File: config.mk
export PLATFORM = sky130hd
export DESIGN_NAME = hazard_control_unit
export DESIGN_NICKNAME = d
export VERILOG_FILES = /design/src/rtl/hazard_control_unit.sv
export SDC_FILE = /design/constraint.sdc
export NUM_CORES = 1
export LEC_CHECK = 0
export BUFFER_PORTS_ARGS = -buffer_cell sky130_fd_sc_hd__clkbuf_2
export CAP_MARGIN = 20
export CORE_ASPECT_RATIO = 0.8
export CORE_UTILIZATION = 35
export DETAILED_ROUTE_END_ITERATION = 10
export PLACE_DENSITY = 0.75
export SETUP_SLACK_MARGIN = 0.05
export SLEW_MARGIN = 20
export SYNTH_ARGS = -nofsm -noshare
export SYNTH_HDL_FRONTEND = slang
export SYNTH_SLANG_ARGS = --single-unit
export TNS_END_PERCENT = 50
File: constraint.sdc
create_clock -name clk -period 3.7 [get_ports clk]
set_input_delay 0.37 -clock clk [delete_from_list [all_inputs] [get_ports clk]]
set_output_delay 0.37 -clock clk [all_outputs]
set_load 0.03 [all_outputs]
File: src/rtl/hazard_control_unit.sv
// -----------------------------------------------------------------------------
// hazard_control_unit
//
// Central stall/flush sequencer for the 5-stage pipeline. Decides each cycle
// whether each pipeline register advances, holds or is loaded with a NOP, and
// issues the start pulse to the multi-cycle MUL/DIV unit. A three-state FSM
// (RUN, MD_WAIT, MEM_WAIT) holds the pipeline through multi-cycle events, and
// a saturating counter records every cycle in which the PC was held.
//
// Ports
//   clk, rst                 clock, synchronous active-high reset
//   IF_ID_rs1, IF_ID_rs2     source registers of the instruction in ID
//   ID_EX_rd                 destination register of the instruction in EX
//   ID_EX_memread            EX instruction is a load
//   ID_EX_muldiv             EX instruction is a multi-cycle MUL/DIV
//   muldiv_done              MUL/DIV result valid this cycle (1-cycle pulse)
//   EX_branch_taken          branch/jump resolved taken in EX
//   dmem_req, dmem_ready     MEM-stage data memory access / completion
//   perf_clr                 clears stall_cycles
//   pc_write                 PC updates
//   IF_ID_write/_flush       hold / zero IF/ID
//   ID_EX_write/_bubble      hold / NOP into ID/EX
//   EX_MEM_write/_bubble     hold / NOP into EX/MEM
//   MEM_WB_bubble            NOP into MEM/WB
//   muldiv_start             one-cycle start pulse to the MUL/DIV unit
//   stall_cycles             saturating count of cycles with pc_write = 0
//   state_dbg                current FSM state (RUN=0, MD_WAIT=1, MEM_WAIT=2)
//
// Handshakes: a data-memory access is outstanding while dmem_req=1 and
// completes in the cycle dmem_ready=1 (ready acts as the completion strobe for
// the request). A MUL/DIV operation begins with a one-cycle muldiv_start and
// completes in the cycle muldiv_done=1; done in the start cycle is ignored.
// -----------------------------------------------------------------------------
module hazard_control_unit (
   input  logic        clk,
   input  logic        rst,
   input  logic [4:0]  IF_ID_rs1,
   input  logic [4:0]  IF_ID_rs2,
   input  logic [4:0]  ID_EX_rd,
   input  logic        ID_EX_memread,
   input  logic        ID_EX_muldiv,
   input  logic        muldiv_done,
   input  logic        EX_branch_taken,
   input  logic        dmem_req,
   input  logic        dmem_ready,
   input  logic        perf_clr,
   output logic        pc_write,
   output logic        IF_ID_write,
   output logic        IF_ID_flush,
   output logic        ID_EX_write,
   output logic        ID_EX_bubble,
   output logic        EX_MEM_write,
   output logic        EX_MEM_bubble,
   output logic        MEM_WB_bubble,
   output logic        muldiv_start,
   output logic [15:0] stall_cycles,
   output logic [1:0]  state_dbg
);

   localparam logic [1:0] ST_RUN      = 2'd0;
   localparam logic [1:0] ST_MD_WAIT  = 2'd1;
   localparam logic [1:0] ST_MEM_WAIT = 2'd2;

   logic [1:0] state_q;
   logic [1:0] state_d;
   logic       load_use;
   logic       run_eval;

   assign state_dbg = state_q;

   assign load_use = ID_EX_memread && (ID_EX_rd != 5'd0) &&
                     ((ID_EX_rd == IF_ID_rs1) || (ID_EX_rd == IF_ID_rs2));

   always_comb begin
      pc_write      = 1'b1;
      IF_ID_write   = 1'b1;
      IF_ID_flush   = 1'b0;
      ID_EX_write   = 1'b1;
      ID_EX_bubble  = 1'b0;
      EX_MEM_write  = 1'b1;
      EX_MEM_bubble = 1'b0;
      MEM_WB_bubble = 1'b0;
      muldiv_start  = 1'b0;
      state_d       = state_q;
      run_eval      = 1'b0;

      case (state_q)
         ST_RUN: begin
            if (dmem_req && !dmem_ready) begin
               pc_write      = 1'b0;
               IF_ID_write   = 1'b0;
               ID_EX_write   = 1'b0;
               EX_MEM_write  = 1'b0;
               MEM_WB_bubble = 1'b1;
               state_d       = ST_MEM_WAIT;
            end else begin
               run_eval = 1'b1;
            end
         end
         ST_MEM_WAIT: begin
            if (!dmem_ready) begin
               pc_write      = 1'b0;
               IF_ID_write   = 1'b0;
               ID_EX_write   = 1'b0;
               EX_MEM_write  = 1'b0;
               MEM_WB_bubble = 1'b1;
            end else begin
               // Release cycle: hazards pending behind the memory access act now.
               run_eval = 1'b1;
               state_d  = ST_RUN;
            end
         end
         ST_MD_WAIT: begin
            if (!muldiv_done) begin
               pc_write      = 1'b0;
               IF_ID_write   = 1'b0;
               ID_EX_write   = 1'b0;
               EX_MEM_bubble = 1'b1;
            end else begin
               // Done cycle: defaults let EX/MEM capture the result.
               state_d = ST_RUN;
            end
         end
         default: state_d = ST_RUN;
      endcase

      // Shared RUN priority chain (memory stall already handled above).
      if (run_eval) begin
         if (ID_EX_muldiv) begin
            muldiv_start  = 1'b1;
            pc_write      = 1'b0;
            IF_ID_write   = 1'b0;
            ID_EX_write   = 1'b0;
            EX_MEM_bubble = 1'b1;
            state_d       = ST_MD_WAIT;
         end else if (EX_branch_taken) begin
            // Branch wins over load-use: the dependent instruction is flushed.
            IF_ID_flush  = 1'b1;
            ID_EX_bubble = 1'b1;
         end else if (load_use) begin
            pc_write     = 1'b0;
            IF_ID_write  = 1'b0;
            ID_EX_bubble = 1'b1;
         end
      end

      if (rst) begin
         pc_write      = 1'b0;
         IF_ID_write   = 1'b0;
         IF_ID_flush   = 1'b1;
         ID_EX_write   = 1'b0;
         ID_EX_bubble  = 1'b1;
         EX_MEM_write  = 1'b0;
         EX_MEM_bubble = 1'b1;
         MEM_WB_bubble = 1'b1;
         muldiv_start  = 1'b0;
         state_d       = ST_RUN;
      end
   end

   always_ff @(posedge clk) begin
      if (rst) begin
         state_q <= ST_RUN;
      end else begin
         state_q <= state_d;
      end
   end

   // pc_write is low during reset too, so reset must be tested first.
   always_ff @(posedge clk) begin
      if (rst || perf_clr) begin
         stall_cycles <= 16'd0;
      end else if (!pc_write && (stall_cycles != 16'hFFFF)) begin
         stall_cycles <= stall_cycles + 16'd1;
      end
   end

endmodule
# [Word-level counts from Yosys, hierarchy flattened]
# Cells that the tools add are included.
[totals] out_inout_bits=27 elab_cells=60 mem_count=0 romBits=0 inputBits=24 ff_bits=18 mem_bits_rw=0 latchBits=0
[classes] n_lt_le_gt_ge=0 add_sub_neg=1 muxes=42 n_bitwise=0 eq_ne=5 n_reduce_logical=10 shifts=0 n_mul=0 n_div=0
[ops] operator="two-way mux 1 bit" n=32
[ops] operator="adder 16 x 1 -> 16 bit, second input constant" n=1
[ops] operator="inequality test 16 bit, second input constant" n=1
[ops] operator="== test 5 bit" n=2
[ops] operator="two-way mux 2 bit" n=5
[ops] operator="case mux 1 bit (2 select lines)" n=3
[ops] operator="case mux 2 bit (3 select lines)" n=1
[ops] operator="nonzero test 5 bit" n=1
[ops] operator="logical AND 1 bit" n=4
[ops] operator="case mux 1 bit (3 select lines)" n=1
[ops] operator="== test 2 x 1 -> 1 bit, second input constant" n=1
[ops] operator="== test 2 bit, second input constant" n=1
[ops] operator="zero test 1 bit" n=2
[ops] operator="zero test 2 bit" n=1
[ops] operator="logical OR 1 bit" n=2

# [Longest topological paths before layout]
# Gate-level depths: netlist (run 1).
[logic_depth] ltp_word=11 depth_mapped=9 mapped_depth_nobuf=7

# [Worst setup path before layout (run 1)]
# No wires, ideal clock.
[synth_path] path_type="input -> output" from="input port ID_EX_rd[1]" to="output port pc_write" arrival_time_ns=1.763 t_required_ns=3.330 cell_stages=5 slack_ns=1.567 path_cell_list="or4_1 -> o21a_1 -> a31o_4 -> inv_1 -> buf_4"
[synth_between] elab_chain_cells=8 elab_cells_between_ends=11 classes_between="eq/ne (2); mux (5); reduce/logical (4)"
[synth_rtl] item="start: declaration" line="39" text="input logic [4:0] ID_EX_rd,"
[synth_rtl] item="== test 5 bit or nonzero test 5 bit (tied branches)" line="72, 71"
[synth_rtl] item="logical OR 1 bit or logical AND 1 bit (tied branches)" line="72, 71"
[synth_rtl] item="logical AND 1 bit *" line="71" text="assign load_use = ID_EX_memread && (ID_EX_rd != 5'd0) &&"
[synth_rtl] item="two-way mux 1 bit * (5 in a row)"
[synth_rtl] item="end: declaration" line="47" text="output logic pc_write,"
# Every way passes the cells marked *; elsewhere a longest branch is shown, timed or not.

# [Worst setup path after layout (run 1)]
[layout_path] from="input port ID_EX_rd[1]" to="output port IF_ID_write"
[layout_between] elab_chain_cells=8 elab_cells_between_ends=11 classes_between="eq/ne (2); mux (5); reduce/logical (4)"
[layout_rtl] item="== test 5 bit or nonzero test 5 bit (tied branches)" line="72, 71"
[layout_rtl] item="logical OR 1 bit or logical AND 1 bit (tied branches)" line="72, 71"
[layout_rtl] item="logical AND 1 bit *" line="71"
[layout_rtl] item="two-way mux 1 bit *" line="140" text="end else if (load_use) begin"
[layout_rtl] item="two-way mux 1 bit *" line="136" text="end else if (EX_branch_taken) begin"
[layout_rtl] item="two-way mux 1 bit *" line="129" text="if (ID_EX_muldiv) begin"
[layout_rtl] item="two-way mux 1 bit *" line="128" text="if (run_eval) begin"
[layout_rtl] item="two-way mux 1 bit *" line="147" text="if (rst) begin"
[layout_rtl] item="end: declaration" line="48" text="output logic IF_ID_write,"
# Marks and branches as above.

==> flow_summary.json, run 1 <==
{
  "start_kind": "input port",
  "fin_crit_sh": 0.581,
  "holdBufCountCts": 0,
  "slew_headroom": 0.782,
  "arrival_ns": 1.78,
  "ys_warn_count": 0,
  "syn_inst": 133,
  "wire_per_inst_um": 12.0,
  "start_util": 0.386,
  "syn_to_final_growth_pct": 27.3,
  "h-tree-depth": 1,
  "syn-num-nets": 158,
  "fin_ws_ns": 1.55,
  "die_y_um": 52.3,
  "ir_drop_mv": 0.168,
  "dieArea_um2": 3390,
  "first_pass_iters": 4,
  "final_cell_mix": "clkbuf_2, dfxtp_1, nand3_1",
  "p_per_area_nw_per_um2": 322,
  "die_w_um": 64.9,
  "yosys-top-cells-area": "dfxtp_1, xnor2_1, or4_1, nand3_1, o31ai_1",
  "routabilityCongestion": 0.803,
  "cp_max_fo": 4,
  "status": "finished, final reports clean",
  "cts_setup_buffers": 0,
  "cp.required_ns": 3.33,
  "max_cap_viol_count": 0,
  "clock_latency_ns": 0.25,
  "vias": 1098,
  "viasPerCell": 4.99,
  "grt_max_degree": 27,
  "post-dp-hpwl_um": 1990,
  "io-pin-count": 51,
  "yosys.area.top_type_share": 0.325,
  "grt_usage": 0.164,
  "cts_resized": 0,
  "grt_pass1_vias": 957,
  "power_leakage_nw": 0.582,
  "antenna_found_initial": 0,
  "synthFlopType": "dfxtp_1",
  "hp-class": "input port to flip-flop",
  "post-route-drc-count": 0,
  "holdPathStages": 2,
  "std_cell_rows": 17,
  "netlist_area_um2": 1110,
  "root_buffer": "clkbuf_8",
  "drive_gt1_frac": 0.341,
  "setup_viol": 0,
  "yosys.area.top_type": "dfxtp_1",
  "final.setup_skew_ns": 0.00177,
  "synth_edf_count": 0,
  "hold_viol": 0,
  "fin_nets": 208,
  "rsz0062_at_grt": "false",
  "yosysSeqAreaShare": 0.325,
  "avgSynthCellArea_um2": 8.33,
  "crit_type": "input port to output port",
  "cts.clk_slew.worst_paths_ns": 0.07,
  "synth_async_sr_flop_share": 0,
  "drtIter0Drc": 43,
  "endpoint_kind": "output port",
  "max_freq_mhz": 465,
  "diodes": 0,
  "drt-total-wl_um": 2640,
  "report.final.slew_viol_count": 0,
  "min_period_ns": 2.15,
  "final_common_cell": "clkbuf_2",
  "worstRegToRegCells": 7,
  "numCtsBuffers": 3,
  "grt_pass1_wl_um": 4320,
  "cts_tree": "yes",
  "coreArea_um2": 2870,
  "numPortBuffers": 50,
  "worstMarginPinSlew_ns": 0.326,
  "clock-sinks": 18,
  "clockBufferDepth": 2,
  "synth_cell_types": 38,
  "grt_overflow": 0,
  "synth-seq-cells": 18,
  "setup-tns-final_ns": 0,
  "utilization": 0.491,
  "dpl_worst_slack_ns": 1.56,
  "ant_nets": 0
}
-- through the flow --
step / instances / hold WS, ns / total power, mW / area, um2
final: 220 / 0.383 / 0.454 / 1410
after global routing: 220 / 0.402 / 0.473 / 1410
after CTS: 220 / 0.381 / 0.459 / 1410
after detailed placement: 216 / 0.489 / 0.296 / 1360
after global placement: 216 / 0.490 / 0.296 / 1360
after floorplan: 133 / 0.442 / 0.273 / 1110
-- synthesized netlist by cell type (3+ instances only) --
master,number
xor2_1,3
or4_1,10
nand3_1,12
nand2_1,10
or3_1,3
o21ai_1,3
xnor2_1,10
dfxtp_1,18
nor2_1,9
inv_1,7
o31ai_1,8
a21oi_1,9
-- registers in the layout, indices dropped and copies added, names as in the netlist --
register and count:
stall_cycles 16, state_dbg 2
-- routing by layer --
| metal | global-route usage | share of wire | vias up |
|---|---|---|---|
| li1 | - | - | 579 |
| met1 | 0.233 | 0.53 | 487 |
| met2 | 0.245 | 0.42 | 26 |
| met3 | 0.0413 | 0.043 | 6 |
| met4 | 0.0407 | 0.014 | 0 |
| met5 | 0 | 0 | - |
-- critical path, cell delays in order --
cell and delay, ns:
clkbuf_2 0.11, or4_1 0.53, o21a_1 0.22, a31o_4 0.27, inv_1 0.08, clkbuf_2 0.20
-- cell families after synthesis --
family                     Yosys count  share of synthesized area
xor gates and xnor gates            13                      0.103
muxes                                1                    0.00904
and+or+nand+nor                     57                      0.287
buffers and inverters               12                     0.0689
DFF                                 18                      0.325
adders and majority gates            1                     0.0113
AOI/OAI and AO/OA                   31                      0.196
-- worst paths after layout --
| check | slack, ns | from | endpoint |
|---|---|---|---|
| worst max register to register | 1.65 | stall_cycles[4] | stall_cycles[9] |
| worst min-delay path | 0.38 | rst | state_dbg[0] |
| worst max-delay path | 1.55 | ID_EX_rd[1] | IF_ID_write |
| worst min register to register | 0.50 | stall_cycles[13] | stall_cycles[13] |
-- power by group --
group	switching, mW	internal [mW]	total (mW)
combinational	0.0581	0.0347	0.0928
clock	0.0672	0.0946	0.162
sequential	0.00294	0.196	0.199
total	0.128	0.326	0.454
-- final cells by class --
type | count | area [um2]
Timing Repair Buffer | 50 | 250
Tap cell | 38 | 47.5
Clock buffer | 4 | 55.1
Sequential cell | 18 | 360
Fill cell | 299 | 1460
Multi-Input combinational cell | 103 | 671
Inverter | 7 | 26.3
No activity file was read; power rests on OpenSTA's default activity.
==> run 2: changes to the inputs <==
Settings changed: ABC_AREA from default to 1.
Clock period 3.7 ns to 1.91 ns, I/O delays scaled along.
==> run 2 against run 1 <==
  * Combinational power up 130%
  * Power rose by 110%
  * Die area is 21% higher
  * Utilization is 3.2 points higher
==> flow_summary.json, run 2 <==
{
  "status": "finished, final reports clean",
  "numCtsBuffers": 3,
  "setup-tns-final_ns": 0,
  "drive_gt1_frac": 0.367,
  "synth_async_sr_flop_share": 0,
  "root_buffer": "clkbuf_8",
  "rsz0062_at_grt": "false",
  "power_leakage_nw": 0.886,
  "clock-sinks": 18,
  "dieArea_um2": 4120,
  "avgSynthCellArea_um2": 6.35,
  "grt_usage": 0.188,
  "clkPwrFrac": 0.352,
  "antenna_found_initial": 0,
  "largest_reg_flops": 16,
  "cts_tree": "yes",
  "die_y_um": 57.6,
  "p_sw_uw": 295,
  "synth_cell_types": 27,
  "worstHoldStart": "rst",
  "fin_nets": 304,
  "io-pin-count": 51,
  "grt_overflow": 0,
  "p_per_area_nw_per_um2": 501,
  "diodes": 0,
  "first_pass_iters": 4,
  "fin_crit_sh": 0.916,
  "ys_warn_count": 0,
  "routabilityCongestion": 0.882,
  "drt-total-wl_um": 3720,
  "start_kind": "flip-flop",
  "max_freq_mhz": 572,
  "ant_nets": 0,
  "global_route.usage.met3": 0.0530,
  "worstRegToRegCells": 8,
  "syn_to_final_growth_pct": 37.9,
  "internal_power_uw": 640,
  "start_util": 0.379,
  "holdBufCountCts": 0,
  "synthAdderAreaFrac": 0.00925,
  "arrival_ns": 1.56,
  "worstMarginPinSlew_ns": 0.656,
  "final_common_cell": "nand2_1",
  "holdWs_ns": 0.142,
  "numPortBuffers": 50,
  "use_met1": 0.238,
  "grt_pass1_vias": 1429,
  "ir_drop_mv": 0.260,
  "synth_top_family_by_area": "simple AND/OR/NAND/NOR gates",
  "h-tree-depth": 1,
  "seqPwrFrac": 0.414,
  "slew_headroom": 0.562,
  "syn-num-nets": 238,
  "post-route-drc-count": 0,
  "netlist_area_um2": 1350,
  "grt_util_met2": 0.309,
  "busiest_layer": "met2",
  "clock_latency_ns": 0.26,
  "synth_edf_count": 0,
  "grt_max_degree": 20,
  "vias": 1550,
  "yosys.area.top_type": "dfxtp_1",
  "pwr-share-comb": 0.234,
  "grt_pass1_wl_um": 6090,
  "startpoint": "state_dbg[1]",
  "viasPerCell": 4.84,
  "post-dp-hpwl_um": 2710,
  "synth-seq-cells": 18,
  "synthFlopType": "dfxtp_1",
  "synth_common_cells": "nand2_1, inv_1, nand3_1",
  "syn_inst": 213,
  "p_sw_frac": 0.315,
  "holdPathStages": 2,
  "die_w_um": 71.5,
  "cp_max_fo": 7,
  "hp-class": "input port to flip-flop",
  "largest_register": "stall_cycles",
  "final_cell_mix": "nand2_1, clkbuf_2, inv_1, nand3_1, nor2_1",
  "wire_per_inst_um": 11.6,
  "setup_viol": 0,
  "coreArea_um2": 3570,
  "cp.required_ns": 1.72,
  "std_cell_rows": 19,
  "min_period_ns": 1.75,
  "final.setup_skew_ns": 0.00342,
  "r2r-start": "stall_cycles[0]",
  "max_cap_viol_count": 0,
  "hold_viol": 0,
  "clockBufferDepth": 2,
  "yosys.area.top_type_share": 0.266,
  "yosysSeqAreaShare": 0.266,
  "synthSimpleGateAreaFrac": 0.421,
  "synth_xor_area_frac": 0.0971,
  "endpoint_kind": "output port",
  "synth_compound_area_frac": 0.0944,
  "yosys-top-cells-area": "dfxtp_1, nand2_1, nand3_1, inv_1, a21oi_2",
  "muxShareOfSynthArea": 0,
  "cts.clk_slew.worst_paths_ns": 0.08,
  "report.final.slew_viol_count": 0,
  "drtIter0Drc": 73,
  "yosysMostFrequentCell": "nand2_1",
  "crit_type": "flip-flop to output port"
}
[run 2: cell types whose count changed after synthesis, moves of 10 or more]
cell | before | now
nand2_1 | 10 | 60
or4_1 | 10 | 0
nor2_1 | 9 | 20
nand3_1 | 12 | 28
inv_1 | 7 | 28
[run 2: final cells by class]
| cell class | count | area (um2) |
|---|---|---|
| fillers | 359 | 1700 |
| inverters | 31 | 120 |
| clock buffers | 4 | 55.1 |
| multi-input cells | 159 | 891 |
| repair buffers | 66 | 379 |
| flip-flops and latches | 18 | 368 |
| well taps | 42 | 52.6 |
[run 2: cells by family (layout without fill, tap and decap cells)]
logic type                 count (synthesis)  count (layout)
and+or+nand+nor                          125             125
adders and majority gates                  1               1
AOI/OAI and AO/OA                         18              18
xor gates and xnor gates                  15              15
buffers and inverters                     36             101
DFF                                       18              18
[run 2: what timing repair did]
item	CTS	global route
pin swaps	0	4
resized for setup	2	12
buffers inserted	0	7
endpoints found under the setup margin	2	6
[run 2: path summary, 6_finish.rpt]
| kind | slack [ns] | endpoint |
|---|---|---|
| worst min-delay path | 0.14 | state_dbg[1] |
| worst max register to register | 0.18 | stall_cycles[9] |
| worst max-delay path | 0.16 | pc_write |
| worst min register to register | 0.51 | stall_cycles[1] |
[run 2: through the flow]
stage | total power [mW] | cells | util | worst slack (ns) | instance area, um2
detailed placement | 0.588 | 309 | 0.480 | 0.244 | 1710
floorplan | 0.532 | 213 | - | 0.0384 | 1380
global route | 0.980 | 320 | 0.523 | 0.0454 | 1870
global placement | 0.586 | 309 | 0.480 | 0.283 | 1710
finish | 0.935 | 320 | 0.523 | 0.161 | 1870
CTS | 0.917 | 313 | 0.499 | 0.0541 | 1780
[run 2: layer usage]
layer	share of wire	up-vias	routed length [um]
li1	-	804	-
met1	0.47	688	1740
met2	0.47	49	1740
met3	0.050	9	186
met4	0.014	0	53
met5	0	-	0
[run 2: power groups by stage]
stage	registers (mW)	logic, mW	clock network [mW]
2_1_floorplan	0.404	0.128	0
3_3_place_gp	0.394	0.192	0
3_5_place_dp	0.395	0.193	0
4_1_cts	0.386	0.197	0.333
5_1_grt	0.388	0.239	0.353
6_report	0.387	0.218	0.329
[run 2: worst max-delay path, cell delays in order (launching register included)]
cell	delay (ns)
dfxtp_4	0.35
nor2_1	0.05
nor2_2	0.18
nor2_2	0.08
nand2_2	0.07
nand2_2	0.07
nor2_4	0.14
nand2_8	0.09
clkinvlp_4	0.08
clkbuf_4	0.18
